## src/rtl/param_sync_fifo.sv

```systemverilog
// Synchronous FIFO with configurable width/depth, almost-full/empty thresholds,
// sticky overflow/underflow flags and selectable first-word-fall-through read.
module param_sync_fifo #(
  parameter int unsigned DATA_WIDTH = 8,
  parameter int unsigned DEPTH      = 16,
  parameter int unsigned AF_LEVEL   = 14,
  parameter int unsigned AE_LEVEL   = 2,
  parameter int unsigned FWFT       = 1,
  localparam int unsigned AW        = $clog2(DEPTH),
  localparam int unsigned CW        = AW + 1
) (
  input  logic                  clk,
  input  logic                  reset,
  input  logic                  write_en,
  input  logic [DATA_WIDTH-1:0] data_in,
  input  logic                  read_en,
  input  logic                  err_clr,
  output logic [DATA_WIDTH-1:0] data_out,
  output logic                  data_valid,
  output logic [CW-1:0]         count,
  output logic                  empty,
  output logic                  full,
  output logic                  almost_empty,
  output logic                  almost_full,
  output logic                  overflow,
  output logic                  underflow
);

  logic [DATA_WIDTH-1:0] mem_q [DEPTH];

  logic [CW-1:0]         wr_ptr_q, wr_ptr_d;
  logic [CW-1:0]         rd_ptr_q, rd_ptr_d;
  logic [CW-1:0]         count_q, count_d;
  logic                  empty_q, empty_d;
  logic                  full_q, full_d;
  logic                  ae_q, ae_d;
  logic                  af_q, af_d;
  logic                  ovf_q, ovf_d;
  logic                  unf_q, unf_d;
  logic [DATA_WIDTH-1:0] rdata_q, rdata_d;
  logic                  dvalid_q, dvalid_d;
  logic                  wr_accept, rd_accept;
  logic [AW-1:0]         rd_idx, wr_idx;

  assign rd_idx = rd_ptr_q[AW-1:0];
  assign wr_idx = wr_ptr_q[AW-1:0];

  // Acceptance uses the registered flags; read and write are independent.
  always_comb begin
    wr_accept = write_en && !full_q;
    rd_accept = read_en && !empty_q;

    wr_ptr_d = wr_ptr_q;
    rd_ptr_d = rd_ptr_q;
    count_d  = count_q;
    rdata_d  = rdata_q;
    dvalid_d = 1'b0;

    if (wr_accept) wr_ptr_d = wr_ptr_q + CW'(1);
    if (rd_accept) begin
      rd_ptr_d = rd_ptr_q + CW'(1);
      rdata_d  = mem_q[rd_idx];
      dvalid_d = 1'b1;
    end

    case ({wr_accept, rd_accept})
      2'b10:   count_d = count_q + CW'(1);
      2'b01:   count_d = count_q - CW'(1);
      default: count_d = count_q;
    endcase

    empty_d = (count_d == '0);
    full_d  = (count_d == CW'(DEPTH));
    af_d    = (count_d >= CW'(AF_LEVEL));
    ae_d    = (count_d <= CW'(AE_LEVEL));

    // A new error in the same cycle as err_clr keeps the flag set.
    ovf_d = ovf_q;
    unf_d = unf_q;
    if (err_clr) begin
      ovf_d = 1'b0;
      unf_d = 1'b0;
    end
    if (write_en && full_q) ovf_d = 1'b1;
    if (read_en && empty_q) unf_d = 1'b1;
  end

  always_ff @(posedge clk) begin
    if (reset) begin
      wr_ptr_q <= '0;
      rd_ptr_q <= '0;
      count_q  <= '0;
      empty_q  <= 1'b1;
      full_q   <= 1'b0;
      ae_q     <= 1'b1;
      af_q     <= 1'b0;
      ovf_q    <= 1'b0;
      unf_q    <= 1'b0;
      rdata_q  <= '0;
      dvalid_q <= 1'b0;
    end else begin
      wr_ptr_q <= wr_ptr_d;
      rd_ptr_q <= rd_ptr_d;
      count_q  <= count_d;
      empty_q  <= empty_d;
      full_q   <= full_d;
      ae_q     <= ae_d;
      af_q     <= af_d;
      ovf_q    <= ovf_d;
      unf_q    <= unf_d;
      rdata_q  <= rdata_d;
      dvalid_q <= dvalid_d;
    end
  end

  // Storage is not reset; writes are blocked while reset is high.
  always_ff @(posedge clk) begin
    if (!reset && wr_accept) mem_q[wr_idx] <= data_in;
  end

  assign data_out     = (FWFT != 0) ? (empty_q ? '0 : mem_q[rd_idx]) : rdata_q;
  assign data_valid   = (FWFT != 0) ? !empty_q : dvalid_q;
  assign count        = count_q;
  assign empty        = empty_q;
  assign full         = full_q;
  assign almost_empty = ae_q;
  assign almost_full  = af_q;
  assign overflow     = ovf_q;
  assign underflow    = unf_q;

endmodule

```

## config.mk

```make
export PLATFORM = sky130hd
export DESIGN_NAME = param_sync_fifo
export DESIGN_NICKNAME = d
export VERILOG_FILES = /design/src/rtl/param_sync_fifo.sv
export SDC_FILE = /design/constraint.sdc
export NUM_CORES = 1
export LEC_CHECK = 0
export BUFFER_PORTS_ARGS = -buffer_cell sky130_fd_sc_hd__buf_4
export CAP_MARGIN = 20
export CORE_UTILIZATION = 25
export DETAILED_ROUTE_END_ITERATION = 6
export SLEW_MARGIN = 5
export SYNTH_ARGS = -nofsm -noshare
export SYNTH_HDL_FRONTEND = slang
export SYNTH_SLANG_ARGS = --single-unit
export TNS_END_PERCENT = 20
```

## constraint.sdc

```tcl
create_clock -name clk -period 5.9 [get_ports clk]
set_input_delay 0 -clock clk [delete_from_list [all_inputs] [get_ports clk]]
set_output_delay 0 -clock clk [all_outputs]
set_load 0.01 [all_outputs]
```

==> impl_metrics.prom, run 1 <==
# TYPE chip_impl_metric gauge
chip_impl_metric{name="start_util",unit=""} 0.255
chip_impl_info{name="cp-end-kind",value="flip-flop"} 1
chip_impl_metric{name="crit_arrival",unit="ns"} 3.31
chip_impl_metric{name="worstSkewPairLatency",unit="ns"} 0.41
chip_impl_info{name="worst_hold_startpoint",value="data_in[2]"} 1
chip_impl_metric{name="ys_ff_latch",unit=""} 151
chip_impl_metric{name="globalRouteTotalUtil",unit=""} 0.105
chip_impl_info{name="reg2reg_from",value="full"} 1
chip_impl_metric{name="achievable-frequency",unit="GHz"} 0.333
chip_impl_metric{name="crit_fanout",unit=""} 9
chip_impl_metric{name="detail_route.wirelength",unit="um"} 12000
chip_impl_metric{name="power_report.internal_total",unit="mW"} 2.01
chip_impl_metric{name="grt_start_max_net_pins",unit=""} 33
chip_impl_metric{name="power.switching_fraction",unit=""} 0.241
chip_impl_metric{name="final_std_cell_area_no_fill",unit="um2"} 7290
chip_impl_metric{name="final_net_count",unit=""} 394
chip_impl_info{name="startpoint",value="full"} 1
chip_impl_metric{name="synth_edf_count",unit=""} 128
chip_impl_metric{name="placement.cell_area",unit="um2"} 6580
chip_impl_metric{name="floorplan.die_area",unit="um2"} 24600
chip_impl_metric{name="drc",unit=""} 0
chip_impl_metric{name="synth.area.mux_share",unit=""} 0.155
chip_impl_info{name="post_synth_most_frequent_cells",value="128 x sky130_fd_sc_hd__edfxtp_1, 40 x sky130_fd_sc_hd__mux4_2, 34 x sky130_fd_sc_hd__nor2_1"} 1
chip_impl_metric{name="critical_path_required",unit="ns"} 6.21
chip_impl_metric{name="synthAdderAreaFrac",unit=""} 0.0167
chip_impl_metric{name="routed-via-count",unit=""} 2975
chip_impl_metric{name="ios",unit=""} 33
chip_impl_metric{name="core_region_area",unit="um2"} 23500
chip_impl_metric{name="synth_simple_gate_area_share",unit=""} 0.0544
chip_impl_metric{name="synth_area",unit="um2"} 6000
chip_impl_info{name="ys_top_cells_by_area",value="sky130_fd_sc_hd__edfxtp_1 64%, sky130_fd_sc_hd__mux4_2 15%, sky130_fd_sc_hd__dfxtp_1 7.7%"} 1
chip_impl_metric{name="grt_first_pass_wirelength",unit="um"} 18500
chip_impl_metric{name="yosysUniqueCellTypes",unit=""} 38
chip_impl_metric{name="final_period_demand_of_the_worst_path",unit="ns"} 3.00
chip_impl_metric{name="synth_cells",unit=""} 320
chip_impl_metric{name="routed_wire_length_per_instance",unit="um"} 17.0
chip_impl_metric{name="static-leakage-power",unit="nW"} 2.34
chip_impl_metric{name="wl_met3",unit="um"} 561
chip_impl_metric{name="htree_levels",unit=""} 4
chip_impl_metric{name="post_route_cells_drive_above_1_share",unit=""} 0.269
chip_impl_metric{name="synthDominantCellAreaShare",unit=""} 0.640
chip_impl_info{name="status",value="finished clean"} 1
chip_impl_metric{name="floorplan.rows",unit=""} 56
chip_impl_metric{name="grt_overflow_total",unit=""} 0
chip_impl_info{name="leading_cell_type_by_number_of_instances_after_synthesis",value="sky130_fd_sc_hd__edfxtp_1"} 1
chip_impl_metric{name="finalClockSkew",unit="ns"} 0.0102
chip_impl_metric{name="die_height",unit="um"} 157
chip_impl_metric{name="io_buffers",unit=""} 32
chip_impl_info{name="path_class",value="reg2reg"} 1
chip_impl_metric{name="met2RoutedLength",unit="um"} 5790
chip_impl_metric{name="async_reset_ff_frac",unit=""} 0
chip_impl_metric{name="clk_pin_slew",unit="ns"} 0.06
chip_impl_metric{name="power.switching",unit="mW"} 0.638
chip_impl_metric{name="die_w",unit="um"} 157
chip_impl_info{name="rsz0062_at_grt",value="false"} 1
chip_impl_info{name="startpoint_type",value="flip-flop"} 1
chip_impl_metric{name="route.layer.met1.wl",unit="um"} 5550
chip_impl_metric{name="gp_congestion",unit=""} 0.721
chip_impl_metric{name="postSynthNetCount",unit=""} 341
chip_impl_metric{name="worst_ir_drop_vdd",unit="mV"} 0.185
chip_impl_metric{name="cts-resized-gates",unit=""} 0
chip_impl_metric{name="seq_area_frac_synth",unit=""} 0.717
chip_impl_metric{name="final_antenna_net_count",unit=""} 0
chip_impl_metric{name="diodes",unit=""} 0
chip_impl_metric{name="cap_viol_max_count",unit=""} 0
chip_impl_metric{name="grt_antenna_before_repair",unit=""} 0
chip_impl_info{name="worst_min_delay_path_class",value="in2reg"} 1
chip_impl_metric{name="cts_max_path_buffers",unit=""} 2
chip_impl_metric{name="finalSetupViolCount",unit=""} 0
chip_impl_metric{name="setup_tns",unit="ns"} 0
chip_impl_info{name="synth_top_cell_by_area",value="sky130_fd_sc_hd__edfxtp_1"} 1
chip_impl_metric{name="power.share.sequential",unit=""} 0.462
chip_impl_metric{name="ys.warnings.count",unit=""} 0
chip_impl_metric{name="drt_pre_antenna_iters",unit=""} 4
chip_impl_metric{name="maxSlewViolCount",unit=""} 0
chip_impl_metric{name="clock_sinks",unit=""} 151
chip_impl_metric{name="syn_area_per_cell",unit="um2"} 18.8
chip_impl_metric{name="worst_slew_pin_slew",unit="ns"} 0.922
chip_impl_metric{name="hold_violations",unit=""} 0
chip_impl_metric{name="post_dp_hpwl",unit="um"} 7920
chip_impl_metric{name="pwr-share-comb",unit=""} 0.151
chip_impl_metric{name="power.share.clock",unit=""} 0.387
chip_impl_metric{name="initialDrtViolationCount",unit=""} 167
chip_impl_metric{name="power-per-cell-area",unit="nW/um2"} 364
chip_impl_info{name="tritoncts",value="done"} 1
chip_impl_info{name="library_cell_used_as_clock_root_buffer",value="sky130_fd_sc_hd__clkbuf_16"} 1
chip_impl_metric{name="viasPerCell",unit=""} 4.22
chip_impl_metric{name="synth-compound-area-share",unit=""} 0.0206
chip_impl_metric{name="numCtsBuffers",unit=""} 17
chip_impl_info{name="yosys_most_used_dff",value="sky130_fd_sc_hd__edfxtp_1"} 1
chip_impl_metric{name="final_min_period_over_clock_period",unit=""} 0.508
chip_impl_info{name="maxUsedRoutingLayer",value="met4"} 1
chip_impl_metric{name="timing.slew.headroom",unit=""} 0.383
chip_impl_metric{name="synth_xor_area_frac",unit=""} 0.0175
chip_impl_metric{name="grt_pass1_vias",unit=""} 3169
chip_impl_metric{name="areaGrowthSynthToFinish",unit="%"} 21.4
chip_impl_info{name="synth_top_family_by_area",value="multiplexers"} 1
power by group through the flow:
stage          Sequential, mW  Clock, mW  Combinational (mW)
2_1_floorplan            1.24          0               0.263
3_3_place_gp             1.24          0               0.383
3_5_place_dp             1.25          0               0.397
4_1_cts                  1.22       1.04               0.410
5_1_grt                  1.23       1.09               0.440
6_report                 1.23       1.03               0.401
layout by cell type (no fill, tap or decap), types with 2 or more instances in the layout:
cell type / Yosys / routed
sky130_fd_sc_hd__dlygate4sd3_1: 0 / 15
sky130_fd_sc_hd__clkbuf_1: 6 / 2
sky130_fd_sc_hd__clkinv_2: 0 / 2
sky130_fd_sc_hd__clkbuf_16: 0 / 17
sky130_fd_sc_hd__or3b_1: 2 / 2
sky130_fd_sc_hd__nand3b_1: 2 / 2
sky130_fd_sc_hd__edfxtp_1: 128 / 128
sky130_fd_sc_hd__nor2_1: 34 / 34
sky130_fd_sc_hd__a21oi_1: 4 / 4
sky130_fd_sc_hd__mux4_2: 40 / 40
sky130_fd_sc_hd__buf_4: 1 / 34
sky130_fd_sc_hd__a31oi_1: 2 / 2
sky130_fd_sc_hd__a211oi_1: 2 / 2
sky130_fd_sc_hd__clkinvlp_4: 0 / 2
sky130_fd_sc_hd__inv_6: 0 / 2
sky130_fd_sc_hd__ha_1: 8 / 8
sky130_fd_sc_hd__clkinv_1: 0 / 3
sky130_fd_sc_hd__nand2_1: 7 / 7
sky130_fd_sc_hd__bufinv_16: 0 / 2
sky130_fd_sc_hd__xor2_1: 5 / 5
sky130_fd_sc_hd__inv_1: 8 / 8
sky130_fd_sc_hd__mux2i_1: 3 / 3
sky130_fd_sc_hd__nor2b_1: 4 / 4
sky130_fd_sc_hd__a22oi_1: 2 / 2
sky130_fd_sc_hd__dfxtp_1: 23 / 22
sky130_fd_sc_hd__nand4_1: 2 / 2
sky130_fd_sc_hd__and2_1: 8 / 8
sky130_fd_sc_hd__xnor2_1: 7 / 7
cell families (layout without fill, tap and decap cells):
logic type / count (synthesis) / in the layout
buffers and inverters: 23 / 89
AOI/OAI and AO/OA: 17 / 17
xor gates and xnor gates: 12 / 12
and+or+nand+nor: 66 / 66
adders and majority gates: 8 / 8
DFF: 151 / 151
muxes: 43 / 43
per-stage QoR:
| step | setup slack (ns) | cells | power, mW | hold slack [ns] | utilization |
|---|---|---|---|---|---|
| 3_5_place_dp | 2.93 | 658 | 1.64 | 0.271 | 0.279 |
| 3_3_place_gp | 3.04 | 658 | 1.63 | 0.276 | 0.279 |
| 5_1_grt | 2.64 | 705 | 2.76 | 0.473 | 0.310 |
| 4_1_cts | 2.88 | 705 | 2.68 | 0.444 | 0.310 |
| 2_1_floorplan | 3.26 | 320 | 1.51 | 0.0989 | - |
| 6_report | 2.90 | 705 | 2.65 | 0.445 | 0.310 |
final cells by class:
| cell class | instances | area (um2) |
|---|---|---|
| fillers | 2332 | 16300 |
| repair buffers | 49 | 405 |
| clock inverters | 13 | 128 |
| well taps | 319 | 399 |
| clock buffers | 19 | 433 |
| flip-flops and latches | 151 | 4310 |
| inverters | 8 | 30.0 |
| multi-input cells | 146 | 1590 |
per-layer routing:
layer | GRT usage | up-vias
li1 | - | 1363
met1 | 0.137 | 1531
met2 | 0.169 | 76
met3 | 0.0300 | 5
met4 | 0.0294 | 0
met5 | 0 | -
what timing repair did:
item / in CTS / in global routing
hold buffers: 15 / 0
setup buffers: 0 / 0
hold endpoints to repair: 149 / 0
endpoints found under the setup margin: 0 / 0
critical path, stage by stage (launching register included):
cell	delay (ns)
sky130_fd_sc_hd__dfxtp_1	0.32
sky130_fd_sc_hd__nor2b_1	0.48
sky130_fd_sc_hd__inv_1	0.14
sky130_fd_sc_hd__ha_1	0.32
sky130_fd_sc_hd__xor2_1	0.19
sky130_fd_sc_hd__ha_1	0.25
sky130_fd_sc_hd__a21oi_1	0.10
sky130_fd_sc_hd__or3b_1	0.36
sky130_fd_sc_hd__a31oi_1	0.21
sky130_fd_sc_hd__xnor2_1	0.25
sky130_fd_sc_hd__and4bb_1	0.26
path summary, 6_finish.rpt:
kind / cells past startpoint / endpoint / slack, ns
worst max register to register: 10 / full / 2.90
worst min-delay path: 2 / mem_q[1][2] / 0.44
worst max-delay path: 10 / full / 2.90
worst min register to register: 2 / rd_ptr_q[3] / 0.54
sequential cells by signal, summed over array words and instances (netlist names), named ones only:
signal,count
overflow,1
wr_ptr_q,4
mem_q,128
almost_empty,1
underflow,1
count,5
full,1
rd_ptr_q,4
almost_full,1
empty,1
No activity file was read; power rests on OpenSTA's default activity.
==> inputs of run 2 (changes only) <==
==> constraint.sdc (replaced) <==
create_clock -name clk -period 2.8 [get_ports clk]
set_input_delay 0 -clock clk [delete_from_list [all_inputs] [get_ports clk]]
set_output_delay 0 -clock clk [all_outputs]
set_load 0.01 [all_outputs]
==> impl_metrics.prom, run 2 (same netlist as run 1, synthesis figures left out) <==
# TYPE chip_impl_metric gauge
chip_impl_info{name="status",value="finished clean"} 1
chip_impl_metric{name="grt_antenna_before_repair",unit=""} 0
chip_impl_info{name="worst_min_delay_path_class",value="in2reg"} 1
chip_impl_metric{name="cts-resized-gates",unit=""} 0
chip_impl_metric{name="final_min_period_over_clock_period",unit=""} 0.942
chip_impl_metric{name="ios",unit=""} 33
chip_impl_metric{name="clock_sinks",unit=""} 151
chip_impl_metric{name="globalRouteMet1Util",unit=""} 0.135
chip_impl_info{name="cp_slowest_cell",value="sky130_fd_sc_hd__dfxtp_2"} 1
chip_impl_metric{name="critical_path_required",unit="ns"} 2.80
chip_impl_metric{name="crit_fanout",unit=""} 10
chip_impl_metric{name="worst_ir_drop_vdd",unit="mV"} 0.368
chip_impl_metric{name="grt_start_max_net_pins",unit=""} 33
chip_impl_metric{name="floorplan.rows",unit=""} 56
chip_impl_metric{name="hold_violations",unit=""} 0
chip_impl_metric{name="worstSkewPairLatency",unit="ns"} 0.42
chip_impl_metric{name="final_period_demand_of_the_worst_path",unit="ns"} 2.64
chip_impl_metric{name="numCtsBuffers",unit=""} 17
chip_impl_metric{name="largest_register_ff_count",unit=""} 128
chip_impl_metric{name="total_power",unit="mW"} 5.66
chip_impl_metric{name="io_buffers",unit=""} 32
chip_impl_metric{name="crit_arrival",unit="ns"} 2.64
chip_impl_metric{name="gp_congestion",unit=""} 0.768
chip_impl_metric{name="areaGrowthSynthToFinish",unit="%"} 23.7
chip_impl_info{name="rsz0062_at_grt",value="false"} 1
chip_impl_metric{name="post_dp_hpwl",unit="um"} 7900
chip_impl_metric{name="grt_overflow_total",unit=""} 0
chip_impl_metric{name="grt_first_pass_wirelength",unit="um"} 19300
chip_impl_metric{name="layout.area.seq",unit="um2"} 4310
chip_impl_metric{name="drt_pre_antenna_iters",unit=""} 4
chip_impl_metric{name="floorplan.die_area",unit="um2"} 24600
chip_impl_metric{name="cap_viol_max_count",unit=""} 0
chip_impl_metric{name="post_route_cells_drive_above_1_share",unit=""} 0.308
chip_impl_info{name="largest_register",value="mem_q"} 1
chip_impl_info{name="cp-end-kind",value="primary output"} 1
chip_impl_metric{name="initialDrtViolationCount",unit=""} 214
chip_impl_metric{name="routed_wire_length_per_instance",unit="um"} 17.3
chip_impl_metric{name="finalSetupViolCount",unit=""} 0
chip_impl_metric{name="setup_tns",unit="ns"} 0
chip_impl_metric{name="final_net_count",unit=""} 410
chip_impl_metric{name="slowest_delay",unit="ns"} 0.58
chip_impl_info{name="path_class",value="reg2out"} 1
chip_impl_metric{name="static-leakage-power",unit="nW"} 2.43
chip_impl_info{name="most_frequent_standard_cell_in_the_layout_excluding_fill_and_tap_cells",value="sky130_fd_sc_hd__edfxtp_1"} 1
chip_impl_info{name="crit_chain",value="buf_4 -> mux4_2 -> mux4_2 -> and2_1 -> buf_4"} 1
chip_impl_metric{name="die_w",unit="um"} 157
chip_impl_metric{name="post-place-cells",unit=""} 674
chip_impl_info{name="layout_common_cells",value="128 x sky130_fd_sc_hd__edfxtp_1, 49 x sky130_fd_sc_hd__buf_4, 40 x sky130_fd_sc_hd__mux4_2"} 1
chip_impl_metric{name="finalClockSkew",unit="ns"} 0.0136
chip_impl_metric{name="postLayoutCoreUtil",unit=""} 0.316
chip_impl_metric{name="start_util",unit=""} 0.255
chip_impl_metric{name="globalRouteTotalUtil",unit=""} 0.111
chip_impl_info{name="global_route.peak_usage_layer",value="met2"} 1
chip_impl_info{name="tritoncts",value="done"} 1
chip_impl_metric{name="area_of_the_multi_input_gates",unit="um2"} 1590
chip_impl_metric{name="power-per-cell-area",unit="nW/um2"} 762
chip_impl_metric{name="cts_setup_buffers",unit=""} 0
chip_impl_info{name="worst_hold_startpoint",value="data_in[5]"} 1
chip_impl_info{name="reg2reg_from",value="full"} 1
chip_impl_metric{name="worst_slew_pin_slew",unit="ns"} 0.876
chip_impl_metric{name="grt_pass1_vias",unit=""} 3354
chip_impl_metric{name="routed-via-count",unit=""} 3084
chip_impl_metric{name="clk_pin_slew",unit="ns"} 0.07
chip_impl_metric{name="timing.slew.headroom",unit=""} 0.414
chip_impl_metric{name="htree_levels",unit=""} 4
chip_impl_metric{name="final_antenna_net_count",unit=""} 0
chip_impl_metric{name="core_region_area",unit="um2"} 23500
chip_impl_metric{name="stdcell_count",unit=""} 721
chip_impl_metric{name="cts_max_path_buffers",unit=""} 2
chip_impl_metric{name="grtUsageMet3",unit=""} 0.0314
chip_impl_metric{name="viasPerCell",unit=""} 4.28
chip_impl_info{name="library_cell_used_as_clock_root_buffer",value="sky130_fd_sc_hd__clkbuf_16"} 1
chip_impl_metric{name="detail_route.wirelength",unit="um"} 12400
chip_impl_metric{name="diodes",unit=""} 0
chip_impl_metric{name="maxSlewViolCount",unit=""} 0
chip_impl_metric{name="cts_hold_buf",unit=""} 15
chip_impl_metric{name="drc",unit=""} 0
chip_impl_metric{name="groute.layer.met2.usage",unit=""} 0.183
chip_impl_metric{name="die_height",unit="um"} 157
chip_impl_info{name="startpoint_type",value="flip-flop"} 1
chip_impl_metric{name="achievable-frequency",unit="GHz"} 0.379
chip_impl_metric{name="nFillCells",unit=""} 2308
==> run 2: area by class of cell <==
type,instances,area share
repair buffers,65,0.0724
clock buffers,18,0.0578
multi-input cells,146,0.214
clock inverters,14,0.0189
well taps,319,0.0537
inverters,8,0.00404
flip-flops and latches,151,0.580
==> run 2: worst max-delay path: cells and delay by family, from the launching register on <==
family | cells | cell delay [ns]
buffers and inverters | 2 | 0.44
flip-flops | 1 | 0.58
multiplexers | 2 | 1.04
AND/OR/NAND/NOR | 1 | 0.17
==> run 2: path summary, 6_finish.rpt <==
path | cells after the start | end | slack [ns]
worst max-delay path | 5 | data_out[7] | 0.16
worst min-delay path | 2 | mem_q[1][5] | 0.44
worst max register to register | 10 | full | 0.26
worst min register to register | 2 | flip-flop | 0.56
==> run 2: through the flow <==
step                cell area, um2  hold WS, ns  setup WS, ns
floorplan                     6000       0.0989         0.157
global placement              6710        0.273         0.348
detailed placement            6710        0.275         0.258
CTS                           7430        0.429        0.0961
global route                  7430        0.455        0.0122
finish                        7430        0.436         0.163
==> run 2: power by group <==
part	switching [mW]	internal, mW	leakage [nW]
clock network	0.967	1.25	0.268
logic	0.391	0.456	0.821
registers	0.0915	2.51	1.34
total	1.45	4.21	2.43
==> run 2: routing by layer <==
metal,up-vias,part of all wire
met5,-,0
met4,0,0.018
met3,11,0.055
met2,88,0.49
met1,1585,0.43
li1,1400,-
